==> config.mk <==
export PLATFORM = sky130hd
export DESIGN_NAME = step_sequencer
export DESIGN_NICKNAME = d
export VERILOG_FILES = /design/src/rtl/step_sequencer_pkg.sv /design/src/rtl/step_sequencer_pattern_store.sv /design/src/rtl/step_sequencer.sv
export SDC_FILE = /design/constraint.sdc
export NUM_CORES = 1
export LEC_CHECK = 0
export CAP_MARGIN = 0
export CORE_UTILIZATION = 45
export DETAILED_ROUTE_END_ITERATION = 16
export GPL_TIMING_DRIVEN = 0
export PLACE_DENSITY = 0.68
export SETUP_SLACK_MARGIN = 0.05
export SKIP_CTS_REPAIR_TIMING = 1
export SLEW_MARGIN = 20
export SYNTH_ARGS = -nofsm -noshare
export SYNTH_HDL_FRONTEND = slang
export SYNTH_HIERARCHICAL = 1
export SYNTH_SLANG_ARGS = --single-unit
==> constraint.sdc <==
create_clock -name clk -period 6.1 [get_ports clk]
set_input_delay 1.525 -clock clk [delete_from_list [all_inputs] [get_ports clk]]
set_output_delay 1.525 -clock clk [all_outputs]
set_load 0.01 [all_outputs]
==> src/rtl/step_sequencer_pkg.sv <==
// Shared definitions for the step sequencer: default sizes, FSM encoding and
// the clamp limits applied to the timing and length controls.
package step_sequencer_pkg;

  localparam int VOICES_DEF = 4;
  localparam int STEPS_DEF  = 16;
  localparam int NOTE_W_DEF = 8;

  typedef enum logic {
    ST_STOP = 1'b0,
    ST_PLAY = 1'b1
  } seq_state_t;

  // Smallest usable step is two ticks so that one gate tick and one low tick fit.
  localparam logic [15:0] MIN_STEP_LEN = 16'd2;
  localparam logic [15:0] MIN_GATE_LEN = 16'd1;
  localparam int          MIN_LENGTH   = 1;

endpackage

==> src/rtl/step_sequencer_pattern_store.sv <==
// Pattern memory: STEPS x VOICES entries of {on, note}, one write port and
// one read of all voices at a single step, with write-first bypass.
module pattern_store
  import step_sequencer_pkg::*;
#(
  parameter int VOICES = VOICES_DEF,
  parameter int STEPS  = STEPS_DEF,
  parameter int NOTE_W = NOTE_W_DEF
) (
  input  logic                       clk,
  input  logic                       rst,
  input  logic                       wr_en,
  input  logic [$clog2(STEPS)-1:0]   wr_step,
  input  logic [$clog2(VOICES)-1:0]  wr_voice,
  input  logic                       wr_on,
  input  logic [NOTE_W-1:0]          wr_note,
  input  logic [$clog2(STEPS)-1:0]   rd_step,
  output logic [VOICES-1:0]          rd_on,
  output logic [VOICES*NOTE_W-1:0]   rd_note
);

  logic [VOICES-1:0] on_mem   [STEPS];
  logic [NOTE_W-1:0] note_mem [STEPS][VOICES];

  always_ff @(posedge clk) begin
    if (!rst) begin
      for (int s = 0; s < STEPS; s++) on_mem[s] <= '0;
    end else if (wr_en) begin
      on_mem[wr_step][wr_voice] <= wr_on;
    end
  end

  // Note fields carry no reset; a write during reset is still dropped.
  always_ff @(posedge clk) begin
    if (rst && wr_en) note_mem[wr_step][wr_voice] <= wr_note;
  end

  always_comb begin
    rd_on   = '0;
    rd_note = '0;
    for (int v = 0; v < VOICES; v++) begin
      rd_on[v]                    = on_mem[rd_step][v];
      rd_note[v*NOTE_W +: NOTE_W] = note_mem[rd_step][v];
      if (wr_en && (wr_step == rd_step) && (int'(wr_voice) == v)) begin
        rd_on[v]                    = wr_on;
        rd_note[v*NOTE_W +: NOTE_W] = wr_note;
      end
    end
  end

endmodule

==> src/rtl/step_sequencer.sv <==
// Pattern-driven step sequencer producing per-voice note/gate for the voice
// bank; all state moves only on sample ticks.
module step_sequencer
  import step_sequencer_pkg::*;
#(
  parameter int VOICES = VOICES_DEF,
  parameter int STEPS  = STEPS_DEF,
  parameter int NOTE_W = NOTE_W_DEF
) (
  input  logic                         clk,
  input  logic                         rst,
  input  logic                         sample_tick,
  input  logic                         run,
  input  logic [15:0]                  step_len,
  input  logic [15:0]                  gate_len,
  input  logic [$clog2(STEPS):0]       length,
  input  logic                         wr_en,
  input  logic [$clog2(STEPS)-1:0]     wr_step,
  input  logic [$clog2(VOICES)-1:0]    wr_voice,
  input  logic                         wr_on,
  input  logic [NOTE_W-1:0]            wr_note,
  output logic [VOICES*NOTE_W-1:0]     note,
  output logic [VOICES-1:0]            gate,
  output logic [$clog2(STEPS)-1:0]     step,
  output logic                         step_strobe
);

  localparam int SW = $clog2(STEPS);
  localparam int LW = SW + 1;

  seq_state_t state, state_next;

  logic [15:0]          tick_cnt;
  logic [15:0]          tick_inc;
  logic [15:0]          step_len_eff;
  logic [15:0]          gate_len_eff;
  logic [LW-1:0]        length_eff;
  logic [LW-1:0]        step_inc;
  logic [SW-1:0]        next_step;
  logic [SW-1:0]        fire_step;
  logic                 fire;
  logic                 advance;
  logic                 halt;
  logic                 gate_clear;
  logic [VOICES-1:0]    rd_on;
  logic [VOICES*NOTE_W-1:0] rd_note;

  always_comb begin
    step_len_eff = (step_len < MIN_STEP_LEN) ? MIN_STEP_LEN : step_len;
    if (gate_len < MIN_GATE_LEN)
      gate_len_eff = MIN_GATE_LEN;
    else if (gate_len >= step_len_eff)
      gate_len_eff = step_len_eff - 16'd1;
    else
      gate_len_eff = gate_len;

    if (length == '0)
      length_eff = LW'(MIN_LENGTH);
    else if (length > LW'(STEPS))
      length_eff = LW'(STEPS);
    else
      length_eff = length;

    tick_inc  = tick_cnt + 16'd1;
    step_inc  = {1'b0, step} + LW'(1);
    next_step = (step_inc >= length_eff) ? '0 : step_inc[SW-1:0];
  end

  always_ff @(posedge clk) begin
    if (!rst) state <= ST_STOP;
    else      state <= state_next;
  end

  // Comparisons use >= so a step_len/gate_len cut mid-step still fires or
  // clears on the next tick instead of waiting for the counter to wrap.
  always_comb begin
    state_next = state;
    fire       = 1'b0;
    advance    = 1'b0;
    halt       = 1'b0;
    gate_clear = 1'b0;
    fire_step  = next_step;
    if (sample_tick) begin
      case (state)
        ST_STOP: begin
          if (run) begin
            state_next = ST_PLAY;
            fire       = 1'b1;
            fire_step  = '0;
          end
        end
        ST_PLAY: begin
          if (!run) begin
            state_next = ST_STOP;
            halt       = 1'b1;
          end else if (tick_inc >= step_len_eff) begin
            fire = 1'b1;
          end else begin
            advance    = 1'b1;
            gate_clear = (tick_inc >= gate_len_eff);
          end
        end
        default: state_next = ST_STOP;
      endcase
    end
  end

  pattern_store #(
    .VOICES (VOICES),
    .STEPS  (STEPS),
    .NOTE_W (NOTE_W)
  ) u_pattern_store (
    .clk      (clk),
    .rst      (rst),
    .wr_en    (wr_en),
    .wr_step  (wr_step),
    .wr_voice (wr_voice),
    .wr_on    (wr_on),
    .wr_note  (wr_note),
    .rd_step  (fire_step),
    .rd_on    (rd_on),
    .rd_note  (rd_note)
  );

  // Voices not triggered on a fire keep their previous note for the release tail.
  always_ff @(posedge clk) begin
    if (!rst) begin
      tick_cnt    <= '0;
      step        <= '0;
      gate        <= '0;
      note        <= '0;
      step_strobe <= 1'b0;
    end else begin
      step_strobe <= 1'b0;
      if (fire) begin
        tick_cnt    <= '0;
        step        <= fire_step;
        step_strobe <= 1'b1;
        gate        <= rd_on;
        for (int v = 0; v < VOICES; v++) begin
          if (rd_on[v]) note[v*NOTE_W +: NOTE_W] <= rd_note[v*NOTE_W +: NOTE_W];
        end
      end else if (advance) begin
        tick_cnt <= tick_inc;
        if (gate_clear) gate <= '0;
      end else if (halt) begin
        tick_cnt <= '0;
        gate     <= '0;
      end
    end
  end

endmodule
---- Yosys cells after proc, flatten, opt, wreduce, memory -nomap -nowiden ----
Memories as Yosys holds them, arrays and structs flattened.
Cells that the tools add are included.
operators by class
  muxes and demuxes ....................... 53
  $lt $le $gt $ge ......................... 11
  add/sub/neg operators ................... 3
  reduce and logical (&&, ||, !) cells .... 19
  eq/ne operators ......................... 5
  bitwise gates (word level) .............. 3
operators by type and width
  operator               count
  $mux 16                5
  $ge 16x16->1           3
  $mux 4                 12
  $mux 8                 5
  $mux 32                1
  $mux 1                 25
  $add 16x1->16 const B  1
  $demux 8 s2            1
  $lt 16x1->1 const B    1
  $lt 16x2->1 const B    1
  $sub 16x1->16 const B  1
  $mux 5                 2
  $reduce_and 2->1       5
  $logic_and 1x1->1      8
  $add 4x1->5 const B    1
  $ge 5x5->1             1
  $gt 5x5->1 const B     1
  $logic_not 5->1        1
  $eq 2x2->1 const B     2
  $eq 4x4->1             1
  $reduce_or 4->1        1
  $ge 3x3->1 const B     1
  $lt 2x3->1 const B     1
  $lt 3x1->1 const B     1
  other kinds (11)       12
storage, ports and cells
  RAM bits ................................ 576
  input bits .............................. 57
  memories ................................ 2
  output and inout bits ................... 41
  logic and storage cells ................. 105
  register bits after elaboration ......... 58
memory list
  name                      words  bits a word  rd ports  clocked after memory_dff  write ports  line                                text
  u_pattern_store.note_mem  16     32           1         0                         1            step_sequencer_pattern_store.sv:23  logic [NOTE_W-1:0] note_mem [STEPS][VOICES];
  u_pattern_store.on_mem    16     4            1         0                         16           step_sequencer_pattern_store.sv:22  logic [VOICES-1:0] on_mem [STEPS];

---- Longest topological paths before layout ----
  depth after elaboration ................. 13
  depth in mapped cells ................... 20
  mapped depth without buffers ............ 19

---- Hierarchy ----
The synthesis kept the hierarchy.
modules (own cells, without submodules)
  module          times used  cells an instance  sequential area each (um^2)  area an instance (um^2)
  pattern_store   1           1210               17296.6                      23408.7
  step_sequencer  1           551                1161.1                       4518.1

---- Least setup slack after synthesis ----
No wires, ideal clock.
  kind .................................... input-to-reg
  start ................................... input step_len[14]
  end ..................................... register gate[0]
  buffers on the path ..................... 1
  library setup time ...................... 0.060 ns
  cell stages on the path ................. 20
  arrival ................................. 5.718 ns
  data required time ...................... 6.040 ns
  setup slack ............................. 0.322 ns
  path through ............................ nor4_1 > nand4_2 > nor4b_2 > nand2b_1 > inv_1 > ha_1 > nand2b_1 > a211oi_1 > o21ai_1 > a221oi_2 > o41ai_4 > buf_4 > mux2i_1 > ha_1 > a21o_1 > a21o_1 > a2111oi_0 > o31ai_1 > a21oi_1 > a32o_1
on the way
  longest elaborated chain between the ends .. 12
  elaborated cells between the ends (all ways) .. 25
  those cells by class .................... add/sub: 1; order compare: 4; eq/ne: 1; mux: 17; reduce/logical: 2
RTL lines
  item                                                  line                                        text
  start: declaration                                    step_sequencer.sv:14                        input logic [15:0] step_len,
  $lt 16x2->1                                           step_sequencer.sv:49                        step_len_eff = (step_len < MIN_STEP_LEN) ? MIN_STEP_LEN : step_len;
  $mux 16 (*)                                           step_sequencer.sv:49
  $sub 16x1->16 / $ge 16x16->1 (equally long branches)  step_sequencer.sv:53, step_sequencer.sv:52
  $mux 16                                               step_sequencer.sv:52                        else if (gate_len >= step_len_eff)
  $mux 16                                               step_sequencer.sv:50                        if (gate_len < MIN_GATE_LEN)
  $ge 16x16->1                                          step_sequencer.sv:100                       gate_clear = (tick_inc >= gate_len_eff);
  $mux 1                                                step_sequencer.sv:96                        end else if (tick_inc >= step_len_eff) begin
  $mux 1                                                step_sequencer.sv:93                        if (!run) begin
  $mux 1                                                step_sequencer.sv:84                        case (state)
  $mux 1                                                step_sequencer.sv:83                        if (sample_tick) begin
  $ne 3x2->1 (no source line)                           n/a
  $reduce_and 2->1 (no source line)                     n/a
  end signal: assignment                                step_sequencer.sv:139                       gate <= rd_on;
  end: declaration                                      step_sequencer.sv:23                        output logic [VOICES-1:0] gate,
Every way passes the cells marked *; elsewhere a longest branch is shown, timed or not.
A chain may end at the register's enable or synchronous reset.

---- Worst setup path after layout ----
  start ................................... input step_len[9]
  end ..................................... register gate[3]
Same word-level chain as after synthesis.

==> qor.csv <==
stage;metric;value;unit
outcome;status;finished, final reports clean;
floorplanning;start_util;0.4593;
layout;syn2layout_area_growth;14.98;%
layout;fillers;4814;
sta;relSlewSlack;0.3507;
sta;period_share;0.9599;
clocking;clk_path_buf_depth;3;
layout;fin_area;32110;um2
layout;layout-drive-gt1-share;0.1760;
synthesis;avgSynthCellArea;15.86;um2
critical_path;crit_chain;clkdlybuf4s50_1 > nor3_4 > nand4_4 > nor4b_4 > nand2b_4 > inv_1 > ha_1 > nand2b_1 > a211oi_2 > o21ai_1 > a221oi_2 > o41ai_4 > buf_4 > mux2i_2 > ha_1 > a21o_1 > a21o_1 > a2111oi_4 > o31ai_2 > a21oi_2 > a32o_1;
pwr;power_leakage;10.77;nW
grt;grt_pass1_vias;16980;
run;drv_cap;0;
synthesis;netlist.area_leader.share;0.6194;
synthesis;synthTopCellsByArea;edfxtp_1 62%, mux4_2 11%, dfxtp_1 4.2%;
critical_path;slowest_stage;clkdlybuf4s50_1;
synthesis;synth_cell_types;62;
layout;ff_latch_area;18460;um2
place;place_inst;2639;
clocking;clock_sinks;634;
layout;multi_input_area;9017;um2
sta;tightest_slew;0.9703;ns
floorplanning;die_w;251.1;um
synthesis;synth_commonest_cells;576 x edfxtp_1, 136 x nand2_1, 133 x mux4_2;
critical_path;slowest_delay;0.48;ns
sta;setup_viol;0;
route;routed_wl;71920;um
clocking;clockRootBuffer;clkbuf_16;
pwr;irDropWorstVdd;183.8;uV
layout;fin_util;0.5281;
sta;whs;0.4631;ns
floorplanning;rows;90;
sta;rsz0062_at_grt;true;
sta;skew;0.03645;ns
grt;grt_first_pass_wirelength;107000;um
route;drc;0;
synthesis;synthArstFlopShare;0;
synthesis;synth_flop_cell;edfxtp_1;
critical_path;required;6.62;ns
critical_path;endpoint_kind;register;
synthesis;ys_seq_area_frac;0.6609;
worst_hold_path;hp-class;reg2reg;
clocking;cts.clk_slew.worst_paths;0.06;ns
floorplanning;die_h;251.1;um
critical_path;arrival;6.38;ns
place;place_ws;-1.484;ns
synthesis;yosysMostFrequentCell;edfxtp_1;
pwr;cellPowerDensity;297.3;nW/um2
synthesis;yosysWarningCount;6;
floorplanning;die_area;63060;um2
place;portBuffers;95;
sta;setup_slack;0.2446;ns
grt;grt-ovfl-total;0;
synthesis;synth_nets;1874;
place;placed_area;29870;um2
floorplanning;io_pins;98;
grt;antenna_found_initial;1;
synthesis;syn_area;27930;um2
synthesis;synth.largest_area_cell;edfxtp_1;
route;via_per_inst;6.147;
place;dp_hpwl;49050;um
route;drtIter0Drc;1843;
critical_path;path_buf_inv;3;
place;gp_congestion;0.9259;
layout;nets;2041;
critical_path;crit_type;in2reg;
critical_path;cp_max_fo;10;
clocking;cts_tree;built;
clocking;insertion_delay;0.61;ns
layout;layoutNonFillerInstCount;2760;
clocking;cts_buffers;66;
critical_path;start_kind;input port;
clocking;h-tree-depth;3;
grt;grt_start_max_net_pins;69;
sta;slew_viol_final;0;
route;num_vias;16970;
critical_path;critPathTopFamily;compound AO/OA/AOI/OAI gates;
route;firstDrtPassIters;7;
synthesis;synthCells;1761;
route;ant_nets;0;
grt;track_usage;0.2303;
sta;finalHoldViolations;0;
sta;min_period;5.855;ns
synthesis;synth_enable_flop_cells;576;
route;wl_per_cell;26.06;um
sta;max_freq;0.1708;GHz
critical_path;r2r_setup_slack;1.32;ns
floorplanning;core_area;60810;um2
synthesis;ys_ff_latch;634;
through the flow:
stage | total power [mW] | TNS (ns)
after global placement | 5.744 | -21.63
after global routing | 9.824 | 0
after CTS | 9.591 | -4.204
after floorplan | 5.409 | 0
final | 9.546 | 0
after detailed placement | 5.753 | -25.32
metal layers:
metal	wire, um	GRT usage
met1	28860	0.3126
met2	33660	0.3621
met3	7328	0.06275
met4	2064	0.07230
met5	8	0
where the power goes:
part / internal, mW / switching, mW
registers: 4.78 / 0.0209
logic: 0.368 / 0.504
clock network: 2.25 / 1.61
worst min-delay path: cells and delay by family, from the launching register on:
kind             cells  cell delay [ns]
AND/OR/NAND/NOR      1             0.05
flip-flops           1             0.31
multiplexers         1             0.05
worst paths after layout:
path	startpoint	to	cells past startpoint
max	step_len[9]	gate[3]	21
min	note[14]	note[14]	2
max reg2reg	step[0]	note[13]	14
min reg2reg	note[14]	note[14]	2
cells in the final DEF, fill, tap and decap left out, drive strengths merged, types with 56 or more instances in the layout:
cell type / n
nor2: 108
and3: 72
dfxtp: 58
edfxtp: 576
ha: 56
o21ai: 79
clkbuf: 154
clkdlybuf4s50: 79
a22oi: 72
mux4: 144
nand2: 136
final cells by class:
type,instances,share of cell area
Sequential cell,634,0.5748
Multi-Input combinational cell,1002,0.2808
Clock buffer,84,0.05724
Timing Repair Buffer,99,0.03109
Tap cell,782,0.03047
Buffer,103,0.01539
Clock inverter,33,0.007520
Inverter,22,0.002572
Antenna cell,1,0.00007793
kinds of logic after synthesis:
logic type / Yosys count / share of synthesized area
AO/OA/AOI/OAI: 235 / 0.05520
XOR/XNOR: 19 / 0.006228
adder cells (fa/ha/maj): 56 / 0.02509
buffers and inverters: 125 / 0.02016
multiplexers: 228 / 0.1493
flip-flops: 634 / 0.6609
AND/OR/NAND/NOR: 464 / 0.08307
registers in the layout (all words and copies together) (netlist names):
name,count
u_pattern_store/note_mem,512
u_pattern_store/on_mem,64
note,32
tick_cnt,16
gate,4
step,4
state,1
step_strobe,1
(Power assumes the default switching activity.)
